### config.mk
export PLATFORM = sky130hd
export DESIGN_NAME = multicycle_ctrl
export DESIGN_NICKNAME = d
export VERILOG_FILES = /design/src/rtl/multicycle_pkg.sv /design/src/rtl/multicycle_ctrl_mem_wait_timer.sv /design/src/rtl/multicycle_ctrl.sv
export SDC_FILE = /design/constraint.sdc
export NUM_CORES = 1
export LEC_CHECK = 0
export BUFFER_PORTS_ARGS = -buffer_cell sky130_fd_sc_hd__buf_2
export CORE_UTILIZATION = 30
export DETAILED_ROUTE_END_ITERATION = 10
export GPL_TIMING_DRIVEN = 0
export SETUP_SLACK_MARGIN = 0.1
export SYNTH_ARGS = -nofsm -noshare
export SYNTH_HDL_FRONTEND = slang
export SYNTH_HIERARCHICAL = 1
export SYNTH_SLANG_ARGS = --single-unit
### constraint.sdc
create_clock -name clk_i -period 2.7 [get_ports clk_i]
set_input_delay 0 -clock clk_i [delete_from_list [all_inputs] [get_ports clk_i]]
set_output_delay 0 -clock clk_i [all_outputs]
set_load 0.02 [all_outputs]
### src/rtl/multicycle_pkg.sv
// Shared definitions for the multi-cycle MIPS control FSM: opcode values,
// ALU control classes, mux-select encodings, the state enum and the
// DECODE dispatch helper.
package multicycle_pkg;

  // Opcode field IR[31:26]
  localparam logic [5:0] OP_RTYPE = 6'd0;
  localparam logic [5:0] OP_J     = 6'd2;
  localparam logic [5:0] OP_BEQ   = 6'd4;
  localparam logic [5:0] OP_ADDI  = 6'd8;
  localparam logic [5:0] OP_SLTI  = 6'd10;
  localparam logic [5:0] OP_LW    = 6'd35;
  localparam logic [5:0] OP_SW    = 6'd43;

  // ALU control classes
  localparam logic [2:0] ALU_ADD   = 3'b000;
  localparam logic [2:0] ALU_SUB   = 3'b001;
  localparam logic [2:0] ALU_RTYPE = 3'b010;
  localparam logic [2:0] ALU_SLT   = 3'b011;

  // ALU operand B select
  localparam logic [1:0] SRCB_REG     = 2'b00;
  localparam logic [1:0] SRCB_FOUR    = 2'b01;
  localparam logic [1:0] SRCB_IMM     = 2'b10;
  localparam logic [1:0] SRCB_IMM_SH2 = 2'b11;

  // Next-PC select
  localparam logic [1:0] PCSRC_ALU    = 2'b00;
  localparam logic [1:0] PCSRC_ALUOUT = 2'b01;
  localparam logic [1:0] PCSRC_JUMP   = 2'b10;

  typedef enum logic [3:0] {
    StIdle    = 4'd0,
    StFetch   = 4'd1,
    StDecode  = 4'd2,
    StExecR   = 4'd3,
    StWbR     = 4'd4,
    StExecI   = 4'd5,
    StWbI     = 4'd6,
    StMemAddr = 4'd7,
    StMemRd   = 4'd8,
    StWbMem   = 4'd9,
    StMemWr   = 4'd10,
    StBranch  = 4'd11,
    StJump    = 4'd12,
    StTrap    = 4'd13
  } state_e;

  // State that follows DECODE for a given opcode; unknown opcodes trap.
  function automatic state_e decode_next(input logic [5:0] op);
    case (op)
      OP_RTYPE:       return StExecR;
      OP_ADDI, OP_SLTI: return StExecI;
      OP_LW, OP_SW:   return StMemAddr;
      OP_BEQ:         return StBranch;
      OP_J:           return StJump;
      default:        return StTrap;
    endcase
  endfunction

endpackage

### src/rtl/multicycle_ctrl_mem_wait_timer.sv
// Memory wait timer: counts cycles spent waiting for memory and flags the
// cycle in which the count reaches MEM_WAIT_MAX (0 disables the flag).
//   clk, rst : clock, async active-high reset
//   clr      : clear the count (entry into a memory-wait state)
//   inc      : this cycle is a wait cycle (in wait state, memory not ready)
//   expire   : this wait cycle brings the count to MEM_WAIT_MAX
module mem_wait_timer #(
  parameter int unsigned MEM_WAIT_MAX = 15
) (
  input  logic clk,
  input  logic rst,
  input  logic clr,
  input  logic inc,
  output logic expire
);

  localparam int unsigned CntW = (MEM_WAIT_MAX > 1) ? $clog2(MEM_WAIT_MAX + 1) : 1;

  logic [CntW-1:0] cnt_q, cnt_d;

  always_comb begin
    cnt_d = cnt_q;
    if (clr) begin
      cnt_d = '0;
    end else if (inc) begin
      cnt_d = cnt_q + 1'b1;
    end
  end

  always_ff @(posedge clk or posedge rst) begin
    if (rst) begin
      cnt_q <= '0;
    end else begin
      cnt_q <= cnt_d;
    end
  end

  // inc already excludes ready cycles, so a completing access never expires.
  assign expire = (MEM_WAIT_MAX != 0) && inc && (cnt_q == CntW'(MEM_WAIT_MAX - 1));

endmodule

### src/rtl/multicycle_ctrl.sv
// Multi-cycle MIPS control FSM. Moore-decoded datapath controls from state,
// except FETCH, whose IR/PC writes and exit are qualified by mem_ready_i.
// Counts retired instructions, traps on unsupported opcodes and memory
// timeouts.
//   clk_i, rst_i           : clock, async active-high reset
//   run_i                  : start fetching (sampled in IDLE only)
//   instr_op_i             : IR[31:26], valid from DECODE onward
//   mem_ready_i            : memory completes current access
//   pc_write_o .. pc_source_o : datapath enables and mux selects
//   state_o                : current state (debug)
//   illegal_o, timeout_o   : sticky trap causes
//   retired_o              : retired-instruction count (wraps)
module multicycle_ctrl
  import multicycle_pkg::*;
#(
  parameter int unsigned MEM_WAIT_MAX = 15,
  parameter int unsigned CNT_W        = 16
) (
  input  logic             clk_i,
  input  logic             rst_i,
  input  logic             run_i,
  input  logic [5:0]       instr_op_i,
  input  logic             mem_ready_i,
  output logic             pc_write_o,
  output logic             pc_write_cond_o,
  output logic             i_or_d_o,
  output logic             mem_read_o,
  output logic             mem_write_o,
  output logic             ir_write_o,
  output logic             reg_dst_o,
  output logic             mem_to_reg_o,
  output logic             reg_write_o,
  output logic             alu_src_a_o,
  output logic [1:0]       alu_src_b_o,
  output logic [2:0]       alu_op_o,
  output logic [1:0]       pc_source_o,
  output logic [3:0]       state_o,
  output logic             illegal_o,
  output logic             timeout_o,
  output logic [CNT_W-1:0] retired_o
);

  state_e state_q, state_d;
  logic   illegal_q, timeout_q;
  logic [CNT_W-1:0] retired_q;
  logic   retire, expire, waiting, wait_inc, wait_clr, entering_wait;

  assign waiting  = (state_q == StFetch) || (state_q == StMemRd) || (state_q == StMemWr);
  assign wait_inc = waiting && !mem_ready_i;
  assign entering_wait = (state_d == StFetch) || (state_d == StMemRd) || (state_d == StMemWr);
  assign wait_clr = entering_wait && (state_d != state_q);

  mem_wait_timer #(
    .MEM_WAIT_MAX(MEM_WAIT_MAX)
  ) u_timer (
    .clk   (clk_i),
    .rst   (rst_i),
    .clr   (wait_clr),
    .inc   (wait_inc),
    .expire(expire)
  );

  always_comb begin
    state_d         = state_q;
    retire          = 1'b0;
    pc_write_o      = 1'b0;
    pc_write_cond_o = 1'b0;
    i_or_d_o        = 1'b0;
    mem_read_o      = 1'b0;
    mem_write_o     = 1'b0;
    ir_write_o      = 1'b0;
    reg_dst_o       = 1'b0;
    mem_to_reg_o    = 1'b0;
    reg_write_o     = 1'b0;
    alu_src_a_o     = 1'b0;
    alu_src_b_o     = SRCB_REG;
    alu_op_o        = ALU_ADD;
    pc_source_o     = PCSRC_ALU;
    unique case (state_q)
      StIdle: begin
        if (run_i) state_d = StFetch;
      end
      StFetch: begin
        mem_read_o  = 1'b1;
        alu_src_b_o = SRCB_FOUR;
        if (mem_ready_i) begin
          ir_write_o = 1'b1;
          pc_write_o = 1'b1;
          state_d    = StDecode;
        end else if (expire) begin
          state_d = StTrap;
        end
      end
      StDecode: begin
        // Branch target precompute while the opcode is being dispatched.
        alu_src_b_o = SRCB_IMM_SH2;
        state_d     = decode_next(instr_op_i);
      end
      StExecR: begin
        alu_src_a_o = 1'b1;
        alu_op_o    = ALU_RTYPE;
        state_d     = StWbR;
      end
      StWbR: begin
        reg_write_o = 1'b1;
        reg_dst_o   = 1'b1;
        retire      = 1'b1;
        state_d     = StFetch;
      end
      StExecI: begin
        alu_src_a_o = 1'b1;
        alu_src_b_o = SRCB_IMM;
        alu_op_o    = (instr_op_i == OP_SLTI) ? ALU_SLT : ALU_ADD;
        state_d     = StWbI;
      end
      StWbI: begin
        reg_write_o = 1'b1;
        retire      = 1'b1;
        state_d     = StFetch;
      end
      StMemAddr: begin
        alu_src_a_o = 1'b1;
        alu_src_b_o = SRCB_IMM;
        state_d     = (instr_op_i == OP_LW) ? StMemRd : StMemWr;
      end
      StMemRd: begin
        mem_read_o = 1'b1;
        i_or_d_o   = 1'b1;
        if (mem_ready_i) state_d = StWbMem;
        else if (expire) state_d = StTrap;
      end
      StWbMem: begin
        reg_write_o  = 1'b1;
        mem_to_reg_o = 1'b1;
        retire       = 1'b1;
        state_d      = StFetch;
      end
      StMemWr: begin
        mem_write_o = 1'b1;
        i_or_d_o    = 1'b1;
        if (mem_ready_i) begin
          retire  = 1'b1;
          state_d = StFetch;
        end else if (expire) begin
          state_d = StTrap;
        end
      end
      StBranch: begin
        alu_src_a_o     = 1'b1;
        alu_op_o        = ALU_SUB;
        pc_write_cond_o = 1'b1;
        pc_source_o     = PCSRC_ALUOUT;
        retire          = 1'b1;
        state_d         = StFetch;
      end
      StJump: begin
        pc_write_o  = 1'b1;
        pc_source_o = PCSRC_JUMP;
        retire      = 1'b1;
        state_d     = StFetch;
      end
      StTrap: ;
      default: state_d = StIdle;
    endcase
  end

  always_ff @(posedge clk_i or posedge rst_i) begin
    if (rst_i) begin
      state_q   <= StIdle;
      illegal_q <= 1'b0;
      timeout_q <= 1'b0;
      retired_q <= '0;
    end else begin
      state_q <= state_d;
      if (state_q == StDecode && state_d == StTrap) illegal_q <= 1'b1;
      if (expire) timeout_q <= 1'b1;
      if (retire) retired_q <= retired_q + 1'b1;
    end
  end

  assign state_o   = state_q;
  assign illegal_o = illegal_q;
  assign timeout_o = timeout_q;
  assign retired_o = retired_q;

endmodule

==> results.toml, run 1 <==
[detailed_routing]
drt_iter0_drc = 147
ant_nets = 0
wl_per_cell_um = 13.2
wirelength_um = 4450
drt-pass1-iter-count = 4
vias = 1677
via_per_inst = 4.99
post-route-drc-count = 0

[placed_design]
portBuffers = 46
gp_congestion = 0.842
dp_cells = 312
post-place-ws_ns = -0.223
hpwl_um = 3140
place_area_mm2 = 0.00207

[status]
outcome = "finished, violations left"
violations = "negative setup slack"

[yosys]
synth_area_leaders = "dfrtp_1, xnor2_1, nor2_1"
yosysMostFrequentCell = "dfrtp_1"
muxShareOfSynthArea_pct = 2.10
yosys.area_share.simple_pct = 29.7
synthTopCellsByCount = "dfrtp_1, nor2_1, xnor2_1"
synth_compound_area_share_pct = 14.6
synth-xor-area-share_pct = 8.12
synth.largest_area_cell = "dfrtp_1"
yosysUniqueCellTypes = 51
synth_top_family_by_area = "simple AND/OR/NAND/NOR gates"
synth_area_mm2 = 0.00173
synth_seq_area_share_pct = 37.7
synth_nets = 207
synth-main-ff-cell = "dfrtp_1"
syn_avg_cell_area_um2 = 8.90
synth_warnings = 6
synth_edf_count = 0
synth-async-reset-ratio_pct = 100
ys_ff_latch = 26
syn_inst = 194
synthAdderAreaFrac_pct = 2.17
synth_top_area_share_pct = 37.7

[sta]
fmax_mhz = 367
setup_viol = 1
postLayoutSetupSlackWorst_ns = -0.0239
skew_ns = 0.00857
rsz0062_at_grt = "true"
tightest_slew_ns = 0.827
hold-worst-slack_ns = 0.157
slew-limit-headroom_pct = 44.8
finalCritPeriodShare_pct = 101
finalHoldViolCount = 0
fin_crit_ns = 2.72
slew_violations = 0

[clock_tree]
path_clk_slew_ns = 0.10
clockBufferDepth = 2
h-tree-depth = 1
clockRootBuffer = "clkbuf_8"
cts_buffers = 3
clock_sinks = 26
cts_tree = "done"
clkLatencyLatePin_ns = 0.28

[power_and_ir_drop]
power_frac_comb_pct = 62.2
seq_power_share_pct = 24.2
p_total_mw = 2.37
power_density_mw_per_mm2 = 998
p_int_mw = 1.30
p_sw_share_pct = 45.1
irDropWorstVdd_uv = 329
p_sw_mw = 1.07
leakagePower_nw = 1.13
clkPwrFrac_pct = 13.7

[die]
start_util_pct = 31.2
die_w_um = 77.9
die_area_mm2 = 0.00606
die_y_um = 77.9
fp.coreArea_mm2 = 0.00554
rows = 27
io_pins = 49

[setup_path]
regToRegSetupSlack_ns = -0.02
path_max_fanout = 5
cp-start-kind = "flip-flop"
worstPathRequired_ns = 2.86
criticalPathCategory = "flip-flop to flip-flop"
cp.arrival_ns = 2.88
crit_path_end_kind = "flip-flop"

[global_route]
grt_start_max_net_pins = 23
antenna_found_initial = 0
grt-ovfl-total = 0
grt_pass1_vias = 1548
grt.total_usage_pct = 15.1
grt_pass1_wl_um = 7390

[final_layout]
fin_cells = 336
drive_gt1_share_pct = 40.2
synthToLayoutAreaGrowth_pct = 37.5
design_area_mm2 = 0.00237
diodes = 0
fin_nets = 278

[min_path]
min-delay-path-class = "input port to asynchronous set/reset pin"

[job]
cap_violations = 0
==> cell type report <==
type | count | area [um^2]
inverter | 8 | 30.0
tap | 72 | 90.1
sequential | 26 | 654
clock inverter | 1 | 30.0
timing repair buffer | 66 | 390
clock buffer | 3 | 41.3
fill | 590 | 3170
buffer | 11 | 68.8
multi-input combinational | 149 | 1070
==> registers in the layout, summed over array words and instances (netlist names) <==
| name | cells |
|---|---|
| u_timer/cnt_q | 4 |
| timeout_o | 1 |
| retired_o | 16 |
| state_o | 4 |
| illegal_o | 1 |
==> cell usage in the layout, fill, tap and decap left out, types with 3 or more instances in the layout <==
| master | instances |
|---|---|
| dfrtp_1 | 23 |
| ha_1 | 3 |
| xor2_1 | 3 |
| nor2b_1 | 5 |
| a22oi_1 | 3 |
| inv_1 | 7 |
| nor4_1 | 3 |
| buf_2 | 47 |
| nand3_1 | 7 |
| nand4_1 | 7 |
| and3_1 | 5 |
| xnor2_1 | 13 |
| clkbuf_1 | 5 |
| buf_4 | 20 |
| o211ai_1 | 3 |
| dfrtp_2 | 3 |
| nand2b_1 | 5 |
| a21oi_1 | 8 |
| clkbuf_8 | 3 |
| nor2_1 | 19 |
| o21ai_0 | 4 |
| buf_6 | 4 |
| nor3_1 | 6 |
| o21ai_2 | 4 |
| nand2_1 | 11 |
==> power groups by stage <==
| stage | Sequential (mW) | Clock [mW] | Combinational (mW) |
|---|---|---|---|
| floorplan | 0.644 | 0 | 0.775 |
| global placement | 0.598 | 0 | 1.13 |
| detailed placement | 0.602 | 0 | 1.13 |
| CTS | 0.574 | 0.332 | 1.39 |
| global route | 0.588 | 0.351 | 1.59 |
| finish | 0.572 | 0.324 | 1.47 |
==> what timing repair did <==
item                                    in CTS  in global routing
endpoints found under the setup margin       4                  4
hold buffers                                 1                  0
resized for setup                            6                 10
buffers inserted                            16                  3
pin swaps                                    7                  7
hold endpoints to repair                    26                  0
==> worst paths after layout <==
check                              startpoint          endpoint  cells after the start
worst max register to register     state_o[3]  u_timer/cnt_q[3]                     13
worst min register to register      timeout_o         timeout_o                      1
worst max-delay path               state_o[3]  u_timer/cnt_q[3]                     13
worst min-delay path                    rst_i  u_timer/cnt_q[2]                      3
min in group clk_i              instr_op_i[3]        state_o[1]                      4
max in group asynchronous               rst_i        state_o[1]                      3
==> per-stage QoR <==
step | setup TNS (ns) | util (%)
6_report | -0.0239 | 42.8
5_1_grt | -0.121 | 42.8
4_1_cts | 0 | 41.6
3_5_place_dp | -0.223 | 37.4
3_3_place_gp | -0.216 | 37.4
2_1_floorplan | 0 | -
==> worst max-delay path, stage by stage, from the launching register on <==
cell and delay, ns:
dfrtp_2 0.46, buf_6 0.13, o21ai_2 0.11, and2_4 0.15, and4_4 0.25, buf_6 0.11, o21ai_2 0.05, a22oi_1 0.16
nor2_1 0.07, o211ai_1 0.34, nand3_4 0.13, a211oi_4 0.30, nor2b_1 0.08, mux2_4 0.26
==> metal layers <==
layer  track usage, %  share of wire, %
met1             20.6                46
met2             24.2                49
met3             2.82               3.4
met4             3.96               1.6
met5                0                 0
==> logic make-up (layout without fill, tap and decap cells) <==
logic type	Yosys count	after routing
other	1	1
muxes	3	3
adders and majority gates	3	3
xor gates and xnor gates	16	16
AOI/OAI and AO/OA	36	36
and+or+nand+nor	90	90
DFF	26	26
buffers and inverters	19	89
No activity file was read; power rests on OpenSTA's default activity.
==> inputs of run 2 (changes only) <==
RECOVER_POWER = 25   (was default)
==> run 2 against run 1 <==
Compared with the run above:
- the flow still finishes with violations (negative setup slack)
- clock skew is 0.00072 ns higher
- setup slack got worse by 0.034 ns
- first-iteration DRC count decreased by 27%
- critical path type unchanged
==> results.toml, run 2 (synthesis gave the netlist of run 1 again) <==
[status]
outcome = "finished, violations left"
violations = "negative setup slack"

[detailed_routing]
drt-pass1-iter-count = 5
vias = 1714
ant_nets = 0
wirelength_um = 4480
via_per_inst = 5.10
drt_iter0_drc = 108
post-route-drc-count = 0
wl_per_cell_um = 13.3

[sta]
tightest_slew_ns = 0.827
finalCritPeriodShare_pct = 102
postLayoutSetupSlackWorst_ns = -0.0579
slew_violations = 0
finalSetupTns_ns = -0.0579
rsz0062_at_grt = "true"
fmax_mhz = 363
fin_crit_ns = 2.76
slew-limit-headroom_pct = 44.8
skew_ns = 0.00930
setup_viol = 1
finalHoldViolCount = 0

[final_layout]
diodes = 0
layout_commonest_cell = "buf_2"
fin_nets = 278
seqCellArea_um2 = 654
largest_reg_flops = 16
drive_gt1_share_pct = 33.0
design_area_mm2 = 0.00235
final_cell_mix = "buf_2, clkbuf_1, dfrtp_1"
synthToLayoutAreaGrowth_pct = 36.1
fin_cells = 336
multi_input_area_mm2 = 0.00107
n_fill_cell = 594

[clock_tree]
clockBufferDepth = 2
clockRootBuffer = "clkbuf_8"
path_clk_slew_ns = 0.10
cts_tree = "done"
clock_sinks = 26
clkLatencyLatePin_ns = 0.28
cts_buffers = 3
h-tree-depth = 1

[placed_design]
hpwl_um = 3140
place_area_mm2 = 0.00207
gp_congestion = 0.842
portBuffers = 46
dp_cells = 312
post-place-ws_ns = -0.223

[job]
cap_violations = 0

[setup_path]
crit_path_end_kind = "flip-flop"
criticalPathCategory = "flip-flop to flip-flop"
worstSetupStartpoint = "state_o[3]"
r2r_start = "state_o[3]"
cp.arrival_ns = 2.92
regToRegSetupSlack_ns = -0.06
reg2reg_to = "u_timer/cnt_q[3]"
cp-start-kind = "flip-flop"
r2r_cells = 13
path_max_fanout = 5
worstPathRequired_ns = 2.86

[die]
rows = 27
fp.coreArea_mm2 = 0.00554
io_pins = 49
die_w_um = 77.9
die_area_mm2 = 0.00606
start_util_pct = 31.2
die_y_um = 77.9

[power_and_ir_drop]
clkPwrFrac_pct = 13.8
p_int_mw = 1.29
seq_power_share_pct = 24.3
p_sw_mw = 1.08
irDropWorstVdd_uv = 330
power_frac_comb_pct = 62.0
power_density_mw_per_mm2 = 1010
p_total_mw = 2.37
p_sw_share_pct = 45.4
leakagePower_nw = 1.05

[global_route]
antenna_found_initial = 0
grt_pass1_wl_um = 7390
grt_pass1_vias = 1548
grt.total_usage_pct = 15.1
grt-ovfl-total = 0
grt_start_max_net_pins = 23

[min_path]
min-delay-path-class = "input port to asynchronous set/reset pin"
-- run 2: changes by cell type in the layout (fill, tap and decap cells not counted), sizes merged --
cell and change:
buf -19, clkbuf +19
-- run 2: power groups by stage --
stage | clock network (mW) | registers, mW | logic [mW]
after global routing | 0.351 | 0.588 | 1.58
after floorplan | 0 | 0.644 | 0.775
final | 0.326 | 0.574 | 1.47
after CTS | 0.332 | 0.574 | 1.39
after detailed placement | 0 | 0.602 | 1.13
after global placement | 0 | 0.598 | 1.13
-- run 2: worst max-delay path by stage --
stage                                   to  slack, ns  cells past startpoint
after global placement    u_timer/cnt_q[3]      -0.22                     12
after CTS                 u_timer/cnt_q[3]       0.03                     12
final                     u_timer/cnt_q[3]      -0.06                     13
after floorplan           u_timer/cnt_q[3]       0.04                     12
after detailed placement  u_timer/cnt_q[3]      -0.22                     12
after global routing      u_timer/cnt_q[3]      -0.12                     13
-- run 2: area by class of cell --
cell class	count	area share, %
buffer	11	2.93
clock buffer	3	1.76
clock inverter	1	1.28
inverter	8	1.28
multi-input combinational	149	45.5
sequential	26	27.8
tap	72	3.83
timing repair buffer	66	15.6
-- run 2: metrics by stage --
step           hold WS, ns  utilization [%]
3_3_place_gp       -0.0996             37.4
5_1_grt              0.153             42.4
3_5_place_dp       -0.0987             37.4
4_1_cts              0.152             41.6
6_report             0.143             42.4
2_1_floorplan       -0.234                -
-- run 2: per-layer routing --
metal  share of wire [%]  wire, um  global-route usage, %
met5                   0         0                      0
met4                 1.6        72                   3.96
met3                 3.9       174                   2.82
met2                  49      2190                   24.2
met1                  46      2040                   20.6
-- run 2: repair_timing --
item                                   CTS  global route
setup endpoints to repair                4             4
hold buffers                             1             0
buffers inserted                        16             3
endpoints found under the hold margin   26             0
resized for setup                        6            10
pin swaps                                7             7
-- run 2: critical path, cell delays in order (launching register included) --
cell	delay, ns
dfrtp_2	0.46
buf_6	0.13
o21ai_2	0.11
and2_4	0.15
and4_4	0.25
buf_6	0.11
o21ai_2	0.05
a22oi_1	0.19
nor2_1	0.08
o211ai_1	0.34
nand3_4	0.13
a211oi_4	0.30
nor2b_1	0.08
mux2_4	0.26
